--- config.mk ---
export PLATFORM = sky130hd
export DESIGN_NAME = jt6295_rom_arb
export DESIGN_NICKNAME = d
export VERILOG_FILES = /design/src/rtl/jt6295_rom_arb.sv
export SDC_FILE = /design/constraint.sdc
export NUM_CORES = 1
export LEC_CHECK = 0
export CAP_MARGIN = 20
export CORE_UTILIZATION = 40
export DETAILED_ROUTE_END_ITERATION = 12
export GPL_ROUTABILITY_DRIVEN = 0
export HOLD_SLACK_MARGIN = 0.06
export MAX_ROUTING_LAYER = met4
export PLACE_DENSITY = 0.63
export SLEW_MARGIN = 5
export SYNTH_ARGS = -nofsm -noshare
export SYNTH_HDL_FRONTEND = slang
export SYNTH_SLANG_ARGS = --single-unit
--- constraint.sdc ---
create_clock -name clk -period 6 [get_ports clk]
set_clock_uncertainty 0.05 [all_clocks]
set_input_delay 1.2 -clock clk [delete_from_list [all_inputs] [get_ports clk]]
set_output_delay 1.2 -clock clk [all_outputs]
set_load 0.02 [all_outputs]
--- src/rtl/jt6295_rom_arb.sv ---
// Three-way arbiter for the single external ADPCM ROM port.
// Each slot gets a cs/addr -> dout/ok handshake; one fetch runs at a time.
module jt6295_rom_slot #(
    parameter int AW = 18
) (
    input  logic          clk,
    input  logic          rst,
    input  logic          cs,
    input  logic [AW-1:0] addr,
    input  logic          grant,
    input  logic          serve,
    input  logic [7:0]    rom_data,
    output logic [7:0]    dout,
    output logic          ok,
    output logic          pending,
    output logic          match
);
    logic [AW-1:0] ok_addr;
    logic          same;

    assign same    = (addr == ok_addr);
    assign pending = cs && (!ok || !same);
    // The slot still wants exactly the address being fetched for it
    assign match   = cs && same;

    always_ff @(posedge clk) begin
        if (rst) begin
            ok_addr <= '0;
            dout    <= 8'd0;
            ok      <= 1'b0;
        end else begin
            if (grant) ok_addr <= addr;
            if (serve) begin
                dout <= rom_data;
                ok   <= 1'b1;
            end else if (!cs || !same) begin
                ok <= 1'b0;
            end
        end
    end
endmodule

module jt6295_rom_arb #(
    parameter int AW        = 18,
    parameter int FIXED_PRI = 0
) (
    input  logic          clk,
    input  logic          rst,
    input  logic          slot0_cs,
    input  logic [AW-1:0] slot0_addr,
    output logic [7:0]    slot0_dout,
    output logic          slot0_ok,
    input  logic          slot1_cs,
    input  logic [AW-1:0] slot1_addr,
    output logic [7:0]    slot1_dout,
    output logic          slot1_ok,
    input  logic          slot2_cs,
    input  logic [AW-1:0] slot2_addr,
    output logic [7:0]    slot2_dout,
    output logic          slot2_ok,
    output logic [AW-1:0] rom_addr,
    output logic          rom_cs,
    input  logic [7:0]    rom_data,
    input  logic          rom_ok
);
    localparam logic [1:0] IDLE   = 2'd0;
    localparam logic [1:0] SETTLE = 2'd1;
    localparam logic [1:0] WAIT   = 2'd2;

    logic [1:0]           st;
    logic [1:0]           win;
    logic [1:0]           ptr;
    logic [2:0]           slot_cs;
    logic [2:0][AW-1:0]   slot_addr;
    logic [2:0][7:0]      slot_dout;
    logic [2:0]           slot_ok;
    logic [2:0]           pending;
    logic [2:0]           match;
    logic [2:0]           grant;
    logic [2:0]           serve;
    logic [1:0]           pick;
    logic [1:0]           nxt_ptr;
    logic                 found;
    int                   idx;

    assign slot_cs   = {slot2_cs, slot1_cs, slot0_cs};
    assign slot_addr = {slot2_addr, slot1_addr, slot0_addr};
    assign slot0_dout = slot_dout[0];
    assign slot1_dout = slot_dout[1];
    assign slot2_dout = slot_dout[2];
    assign slot0_ok   = slot_ok[0];
    assign slot1_ok   = slot_ok[1];
    assign slot2_ok   = slot_ok[2];

    // Winner search: from the pointer with wrap, or from slot0 in fixed mode
    always_comb begin
        pick  = 2'd0;
        found = 1'b0;
        idx   = 0;
        for (int k = 0; k < 3; k++) begin
            idx = (FIXED_PRI != 0) ? k : (int'(ptr) + k) % 3;
            if (!found && pending[2'(idx)]) begin
                found = 1'b1;
                pick  = 2'(idx);
            end
        end
    end

    assign nxt_ptr = (pick == 2'd2) ? 2'd0 : pick + 2'd1;
    assign grant   = (st == IDLE && found) ? (3'b001 << pick) : 3'b000;
    assign serve   = (st == WAIT && match[win] && rom_ok) ? (3'b001 << win) : 3'b000;

    for (genvar g = 0; g < 3; g++) begin : g_slot
        jt6295_rom_slot #(.AW(AW)) u_slot (
            .clk      (clk),
            .rst      (rst),
            .cs       (slot_cs[g]),
            .addr     (slot_addr[g]),
            .grant    (grant[g]),
            .serve    (serve[g]),
            .rom_data (rom_data),
            .dout     (slot_dout[g]),
            .ok       (slot_ok[g]),
            .pending  (pending[g]),
            .match    (match[g])
        );
    end

    // SETTLE masks rom_ok that still belongs to the previous address
    always_ff @(posedge clk) begin
        if (rst) begin
            st       <= IDLE;
            win      <= 2'd0;
            ptr      <= 2'd0;
            rom_addr <= '0;
            rom_cs   <= 1'b0;
        end else begin
            case (st)
                IDLE: begin
                    if (found) begin
                        rom_addr <= slot_addr[pick];
                        rom_cs   <= 1'b1;
                        win      <= pick;
                        ptr      <= nxt_ptr;
                        st       <= SETTLE;
                    end
                end
                SETTLE: st <= WAIT;
                WAIT: begin
                    if (!match[win] || rom_ok) begin
                        rom_cs <= 1'b0;
                        st     <= IDLE;
                    end
                end
                default: st <= IDLE;
            endcase
        end
    end
endmodule

# --- Word-level counts from Yosys, hierarchy flattened ---
# Cells that the tools add are included.
word_totals:
  mem_bits_ro: 0
  out_inout_bits: 46
  input_bits: 68
  reg_bits: 106
  elab_cells: 107
  mem_count: 0
  latch_bits: 0
  mem_bits_rw: 0
op_classes:
  order_cmp: 5
  eq_ne: 8
  mul: 0
  shifts: 2
  div: 3
  n_reduce_logical: 38
  bitwise_logic: 0
  addsub: 3
  mux: 34
op_table:
  columns: ["op", "count"]
  rows:
  - ["$mod 32x3->32 const B", 2]
  - ["$eq 18x18->1", 3]
  - ["$bmux 18 s2", 1]
  - ["$mod 3x3->32 const B", 1]
  - ["$mux 1", 18]
  - ["$mux 18", 1]
  - ["$logic_not 1->1", 12]
  - ["$lt 2x4->1 const B", 3]
  - ["$mux 2", 6]
  - ["$logic_and 1x1->1", 11]
  - ["$bmux 1 s2", 4]
  - ["$reduce_bool 2->1", 4]
  - ["$logic_or 1x1->1", 7]
  - ["$lt 2x3->1 const B", 2]
  - ["$mux 3", 2]
  - ["$pmux 2 s3", 1]
  - ["$shl 1x2->3 const A", 2]
  - ["$eq 2x2->1 const B", 2]
  - ["$reduce_and 2->1", 2]
  - ["$add 2x1->3 const B", 1]
  - ["$add 2x2->3 const B", 1]
  - ["$reduce_and 3->1", 1]
  - ["$add 2x1->2 const B", 1]
  - ["$eq 2x1->1 const B", 1]
  - ["other kinds (4)", 4]

# --- Logic depth before layout (Yosys ltp) ---
logic_depth:
  ltp_word: 16
  ltp_mapped: 12
  depth_no_buf: 8

# --- By module ---
# Synthesis repeated with hierarchy kept, for this count alone.
unflattened:
  cells_unflattened: 586
  hier_area_um2: 5490.3
modules_own_cells:
  columns: ["module", "instances", "area_each_um2", "cells_each"]
  rows:
  - ["jt6295_rom_slot", 3, 1164.9, 116]
  - ["jt6295_rom_arb", 1, 1995.7, 238]

# --- Least setup slack after synthesis ---
# No wires, ideal clock.
synth_path:
  path_type: "input to register"
  from: "input slot2_addr[13]"
  to: "register g_slot[1].u_slot.ok_addr[10]"
  path_slack_ps: 2763
  arrival_time_ps: 3054
  path_stages: 9
  setup_ps: 132
  path_buffers: 2
  cell_sequence: "xor2_1 nor4_1 nand4_1 o21a_1 a2111oi_2 buf_2 clkbuf_1 a21o_1 a21oi_1"
synth_between:
  elab_chain_len: 16
  word_cells_on_any_way: 26
synth_rtl:
  columns: ["item", "line", "source"]
  rows:
  - ["start: declaration", "58", "input logic [AW-1:0] slot2_addr,"]
  - ["$eq 18x18->1 (*)", "21", "assign same = (addr == ok_addr);"]
  - ["$logic_not 1->1 (*)", "22", "assign pending = cs && (!ok || !same);"]
  - ["$logic_or 1x1->1 (*)", "22", null]
  - ["$logic_and 1x1->1 (*)", "22", null]
  - ["$bmux 1 s2", "102", "if (!found && pending[2'(idx)]) begin"]
  - ["$mux 1 (implied by the code) (2 in series)", "102", null]
  - ["$mux 1", "102", null]
  - ["$logic_not 1->1", "102", null]
  - ["$logic_and 1x1->1", "102", null]
  - ["$mux 1", "102", null]
  - ["$logic_not 1->1", "102", null]
  - ["$logic_and 1x1->1", "102", null]
  - ["$mux 2 / $mux 1 (equally long branches)", "102", null]
  - ["$shl 1x2->3 / $logic_and 1x1->1 (equally long branches)", "110", "assign grant = (st == IDLE && found) ? (3'b001 << pick) : 3'b000;"]
  - ["$mux 3 (*)", "110", null]
  - ["end signal: assignment", "32", "if (grant) ok_addr <= addr;"]
  - ["end: declaration", "18", "logic [AW-1:0] ok_addr;"]
# Mark *: on every way between the ends. The rest lies on a longest branch, timed or not. The select of a mux whose other input is x is not followed.
# A chain may end at the register's enable or synchronous reset.

# --- Worst setup path after layout ---
layout_path:
  from: "input slot0_addr[1]"
  to: "register rom_addr[15]"
layout_between:
  elab_chain_len: 16
  word_cells_on_any_way: 26
layout_rtl:
  columns: ["item", "line", "source"]
  rows:
  - ["start: declaration", "50", "input logic [AW-1:0] slot0_addr,"]
  - ["$eq 18x18->1 (*)", "21", null]
  - ["$logic_not 1->1 (*)", "22", null]
  - ["$logic_or 1x1->1 (*)", "22", null]
  - ["$logic_and 1x1->1 (*)", "22", null]
  - ["$bmux 1 s2", "102", null]
  - ["$mux 1 (implied by the code) (2 in series)", "102", null]
  - ["$mux 1", "102", null]
  - ["$logic_not 1->1", "102", null]
  - ["$logic_and 1x1->1", "102", null]
  - ["$mux 1", "102", null]
  - ["$logic_not 1->1", "102", null]
  - ["$logic_and 1x1->1", "102", null]
  - ["$mux 2", "102", null]
  - ["$bmux 18 s2", "141", "rom_addr <= slot_addr[pick];"]
  - ["$mux 18 (implied by the code)", "141", null]
  - ["end signal: assignment", "141", null]
  - ["end: declaration", "61", "output logic [AW-1:0] rom_addr,"]
# Marked as above.

==> flow_summary.html <==
<table>
<tr><th>Metric</th><th>Value</th></tr>
<tr><th colspan="2">Floorplanning</th></tr>
<tr><td>Core region area</td><td>12,700 µm²</td></tr>
<tr><td>Initial Utilization</td><td>0.411</td></tr>
<tr><td>Die outline width</td><td>116 µm</td></tr>
<tr><td>Die Area</td><td>13,500 µm²</td></tr>
<tr><td>Standard-cell rows</td><td>41</td></tr>
<tr><td>Y dimension of the die</td><td>116 µm</td></tr>
<tr><td>Number of top-level design ports</td><td>114</td></tr>
<tr><th colspan="2">Logic synthesis</th></tr>
<tr><td>Synth cell count leaders</td><td>sky130_fd_sc_hd__dfxtp_1, sky130_fd_sc_hd__nand3_1, sky130_fd_sc_hd__a21oi_1</td></tr>
<tr><td>Post-synth design cell area</td><td>5210 µm²</td></tr>
<tr><td>Synth Flop Type</td><td>sky130_fd_sc_hd__dfxtp_1</td></tr>
<tr><td>Dominant combinational cell family by area after synthesis</td><td>compound AO/OA/AOI/OAI gates</td></tr>
<tr><td>Post-synthesis xor/xnor area fraction</td><td>0.0841</td></tr>
<tr><td>Fraction of post-synthesis cell area in the top cell type by area</td><td>0.407</td></tr>
<tr><td>Number of synthesis warnings</td><td>0</td></tr>
<tr><td>Register bit total from synthesis</td><td>106</td></tr>
<tr><td>Top-count cell post-synth</td><td>sky130_fd_sc_hd__dfxtp_1</td></tr>
<tr><td>Post-synth EDFFs</td><td>0</td></tr>
<tr><td>Average footprint of a synthesized cell</td><td>9.22 µm²</td></tr>
<tr><td>Gate count of the mapped netlist</td><td>565</td></tr>
<tr><td>Library cell occupying the most area in the post-synthesis netlist</td><td>sky130_fd_sc_hd__dfxtp_1</td></tr>
<tr><td>Nets in the synthesized netlist</td><td>635</td></tr>
<tr><td>Proportion of synthesized chip area in sequential cells</td><td>0.407</td></tr>
<tr><td>Number of distinct library cells after synthesis</td><td>47</td></tr>
<tr><td>Fraction of the mapped netlist area in adder cells</td><td>0.00672</td></tr>
<tr><td>Compound-cell area share of the yosys netlist</td><td>0.254</td></tr>
<tr><td>Fraction of synthesis flops using an asynchronous set or reset pin</td><td>0</td></tr>
<tr><td>Simple-gate share of the synthesized area</td><td>0.142</td></tr>
<tr><td>Synth area leaders</td><td>sky130_fd_sc_hd__dfxtp_1, sky130_fd_sc_hd__a21bo_1, sky130_fd_sc_hd__nand3_1</td></tr>
<tr><td>Multiplexer fraction of the synthesized cell area</td><td>0.0538</td></tr>
<tr><th colspan="2">Timing</th></tr>
<tr><td>Shortest period the worst path allows</td><td>4170 ps</td></tr>
<tr><td>Post-route worst setup slack</td><td>1830 ps</td></tr>
<tr><td>Least-Margin Pin Slew</td><td>973 ps</td></tr>
<tr><td>TNS Setup</td><td>0 ps</td></tr>
<tr><td>Share of the clock period used by the worst path</td><td>0.694</td></tr>
<tr><td>RSZ-0062 raised after global routing</td><td>no</td></tr>
<tr><td>Maximum operating frequency</td><td>0.240 GHz</td></tr>
<tr><td>Slew Limit Fails</td><td>0</td></tr>
<tr><td>Setup-failing EPs final</td><td>0</td></tr>
<tr><td>Final number of hold-violating endpoints</td><td>0</td></tr>
<tr><td>Worst slew margin relative to its limit</td><td>0.349</td></tr>
<tr><th colspan="2">Layout</th></tr>
<tr><td>Number of nets at the end of the flow</td><td>720</td></tr>
<tr><td>Area growth from synthesis to layout</td><td>29.2%</td></tr>
<tr><td>Fraction of layout instances using a drive strength above 1</td><td>0.0473</td></tr>
<tr><td>Total of fill cells in the finished design</td><td>1,162</td></tr>
<tr><td>Fin cells</td><td>827</td></tr>
<tr><td>Diodes inserted</td><td>0</td></tr>
<tr><td>Post-layout utilization of the core</td><td>0.531</td></tr>
<tr><th colspan="2">Global route</th></tr>
<tr><td>Vias in the first global route</td><td>4,266</td></tr>
<tr><td>Antenna violations before repair</td><td>0</td></tr>
<tr><td>First-pass GRT wire length</td><td>23,200 µm</td></tr>
<tr><td>GRT Resource Usage Total</td><td>0.238</td></tr>
<tr><td>Pin count of the biggest net entering global routing</td><td>107</td></tr>
<tr><td>Total overflow reported by the global router</td><td>0</td></tr>
<tr><th colspan="2">Detailed routing</th></tr>
<tr><td>Post-detailed-route via-to-cell ratio</td><td>5.55</td></tr>
<tr><td>Iteration count of the initial detailed-routing pass</td><td>6</td></tr>
<tr><td>Routed len/inst</td><td>18.1 µm</td></tr>
<tr><td>Drt total wl</td><td>15,000 µm</td></tr>
<tr><td>Via Count</td><td>4,588</td></tr>
<tr><td>Initial DRC Count</td><td>408</td></tr>
<tr><td>Antenna-violating nets left</td><td>0</td></tr>
<tr><td>Drc violations</td><td>0</td></tr>
<tr><th colspan="2">Critical path</th></tr>
<tr><td>Depth of the worst register-to-register path</td><td>9</td></tr>
<tr><td>CP Cell Sequence</td><td>clkdlybuf4s50_1 &gt; xnor2_1 &gt; nand4_1 &gt; nor3_1 &gt; a31oi_1 &gt; a211oi_1 &gt; o211a_1 &gt; buf_4 &gt; a222oi_1 &gt; a211oi_1</td></tr>
<tr><td>Critical path arrival</td><td>4390 ps</td></tr>
<tr><td>Max Fanout on Critical Path</td><td>55</td></tr>
<tr><td>Critical Path End Type</td><td>flop</td></tr>
<tr><td>Delay contributed by the slowest stage of the critical path</td><td>550 ps</td></tr>
<tr><td>Most repeated library cell on the critical path</td><td>sky130_fd_sc_hd__a211oi_1</td></tr>
<tr><td>Kind of start point of the critical path</td><td>input port</td></tr>
<tr><td>CP required</td><td>6220 ps</td></tr>
<tr><td>Startpoint-to-endpoint class of the critical path</td><td>in -&gt; reg</td></tr>
<tr><td>Slowest CP cell</td><td>sky130_fd_sc_hd__clkdlybuf4s50_1</td></tr>
<tr><th colspan="2">Outcome</th></tr>
<tr><td>Outcome</td><td>complete, no violations</td></tr>
<tr><th colspan="2">Clock tree</th></tr>
<tr><td>Clk Latency, worst-skew pair</td><td>360 ps</td></tr>
<tr><td>TritonCTS clock tree</td><td>yes</td></tr>
<tr><td>Clock transition at path regs</td><td>70 ps</td></tr>
<tr><td>Clock Path Buffers</td><td>2</td></tr>
<tr><td>Post-CTS setup buffer count</td><td>0</td></tr>
<tr><td>Number of sinks handled by clock tree synthesis</td><td>106</td></tr>
<tr><td>CTS Root Cell</td><td>sky130_fd_sc_hd__clkbuf_16</td></tr>
<tr><td>CTS hold repair buffers</td><td>0</td></tr>
<tr><td>Post-cts resize count</td><td>0</td></tr>
<tr><td>H-tree depth</td><td>3</td></tr>
<tr><td>Number of buffers created by CTS</td><td>9</td></tr>
<tr><th colspan="2">Min path</th></tr>
<tr><td>WHS Path Cells</td><td>2</td></tr>
<tr><td>Worst min-delay path class</td><td>reg -&gt; reg</td></tr>
<tr><th colspan="2">Place</th></tr>
<tr><td>Place WS</td><td>1490 ps</td></tr>
<tr><td>Dpl hpwl</td><td>10,400 µm</td></tr>
<tr><td>IO buf count</td><td>113</td></tr>
<tr><td>Cells after DPL</td><td>810</td></tr>
<tr><th colspan="2">Pwr</th></tr>
<tr><td>Overall power after layout</td><td>2.49 mW</td></tr>
<tr><td>Pwr Density</td><td>370 nW/µm²</td></tr>
<tr><td>Leakage</td><td>2.38 nW</td></tr>
<tr><td>Worst supply voltage drop on vdd</td><td>0.174 mV</td></tr>
<tr><th colspan="2">Job</th></tr>
<tr><td>Max-Cap Viols</td><td>0</td></tr>
</table>
-- cell usage in the layout, fill, tap and decap left out, types with 3 or more instances in the layout --
cell type / count
sky130_fd_sc_hd__buf_4: 7
sky130_fd_sc_hd__a21bo_1: 52
sky130_fd_sc_hd__nand4_1: 7
sky130_fd_sc_hd__xnor2_1: 22
sky130_fd_sc_hd__clkbuf_16: 9
sky130_fd_sc_hd__nor3_1: 4
sky130_fd_sc_hd__nand3_1: 60
sky130_fd_sc_hd__clkdlybuf4s50_1: 112
sky130_fd_sc_hd__or3_1: 3
sky130_fd_sc_hd__a211oi_1: 21
sky130_fd_sc_hd__mux2i_1: 28
sky130_fd_sc_hd__nor2b_1: 6
sky130_fd_sc_hd__a222oi_1: 18
sky130_fd_sc_hd__inv_1: 10
sky130_fd_sc_hd__a31oi_1: 3
sky130_fd_sc_hd__dfxtp_1: 106
sky130_fd_sc_hd__nand2_1: 3
sky130_fd_sc_hd__nor4_1: 6
sky130_fd_sc_hd__a21oi_1: 58
sky130_fd_sc_hd__xor2_1: 28
sky130_fd_sc_hd__nor2_1: 54
-- per-stage QoR --
stage	hold WS, ps	cell area (µm²)
4_1_cts	450	6700
3_5_place_dp	434	6410
3_3_place_gp	425	6410
2_1_floorplan	437	5210
6_report	443	6730
5_1_grt	472	6730
-- final timing paths --
| path | start | slack [ps] | endpoint |
|---|---|---|---|
| worst max-delay path | slot0_addr[1] | 1830 | rom_addr[15]$_SDFFE_PP0P_ |
| worst min-delay path | g_slot[2].u_slot.dout[5]$_SDFFE_PP0P_ | 440 | g_slot[2].u_slot.dout[5]$_SDFFE_PP0P_ |
| worst max register to register | g_slot[0].u_slot.ok_addr[14]$_SDFFE_PP0P_ | 2870 | rom_addr[15]$_SDFFE_PP0P_ |
| worst min register to register | g_slot[2].u_slot.dout[5]$_SDFFE_PP0P_ | 440 | g_slot[2].u_slot.dout[5]$_SDFFE_PP0P_ |
-- registers in the layout, summed over array words and instances, names as in the netlist --
register / flops
g_slot.u_slot.ok: 3
win: 2
g_slot.u_slot.dout: 24
ptr: 2
st: 2
g_slot.u_slot.ok_addr: 54
rom_cs: 1
rom_addr: 18
-- layer usage --
layer,global-route usage,routed length [µm],vias to the layer above
met5,-,0,-
met4,0.0701,225,0
met3,0.0545,1130,18
met2,0.360,6690,173
met1,0.317,6900,2161
li1,-,-,2236
-- worst max-delay path, delay by kind of cell --
kind / cells / cell delay, ps
AO/OA/AOI/OAI: 5 / 1310
buffers and inverters: 2 / 1010
AND/OR/NAND/NOR: 2 / 680
XOR/XNOR: 1 / 160
-- power breakdown --
part           internal [mW]  switching (mW)
logic                  0.413           0.577
clock network          0.323           0.266
registers              0.830          0.0853
-- logic make-up (layout without fill, tap and decap cells) --
logic type | count (synthesis) | in the layout
fa+ha+maj | 3 | 3
compound gates | 168 | 168
simple gates | 152 | 152
buf+inv | 58 | 148
flops | 106 | 106
xor+xnor | 50 | 50
mux | 28 | 28
-- layout make-up --
| cell class | instances | area, µm² | share of cell area |
|---|---|---|---|
| timing repair buffer | 121 | 1220 | 0.181 |
| clock inverter | 5 | 55.1 | 0.00818 |
| clock buffer | 11 | 233 | 0.0346 |
| multi-input combinational | 401 | 2840 | 0.422 |
| inverter | 11 | 41.3 | 0.00613 |
| sequential | 106 | 2120 | 0.315 |
| tap | 172 | 215 | 0.0320 |
(Power assumes the default switching activity.)
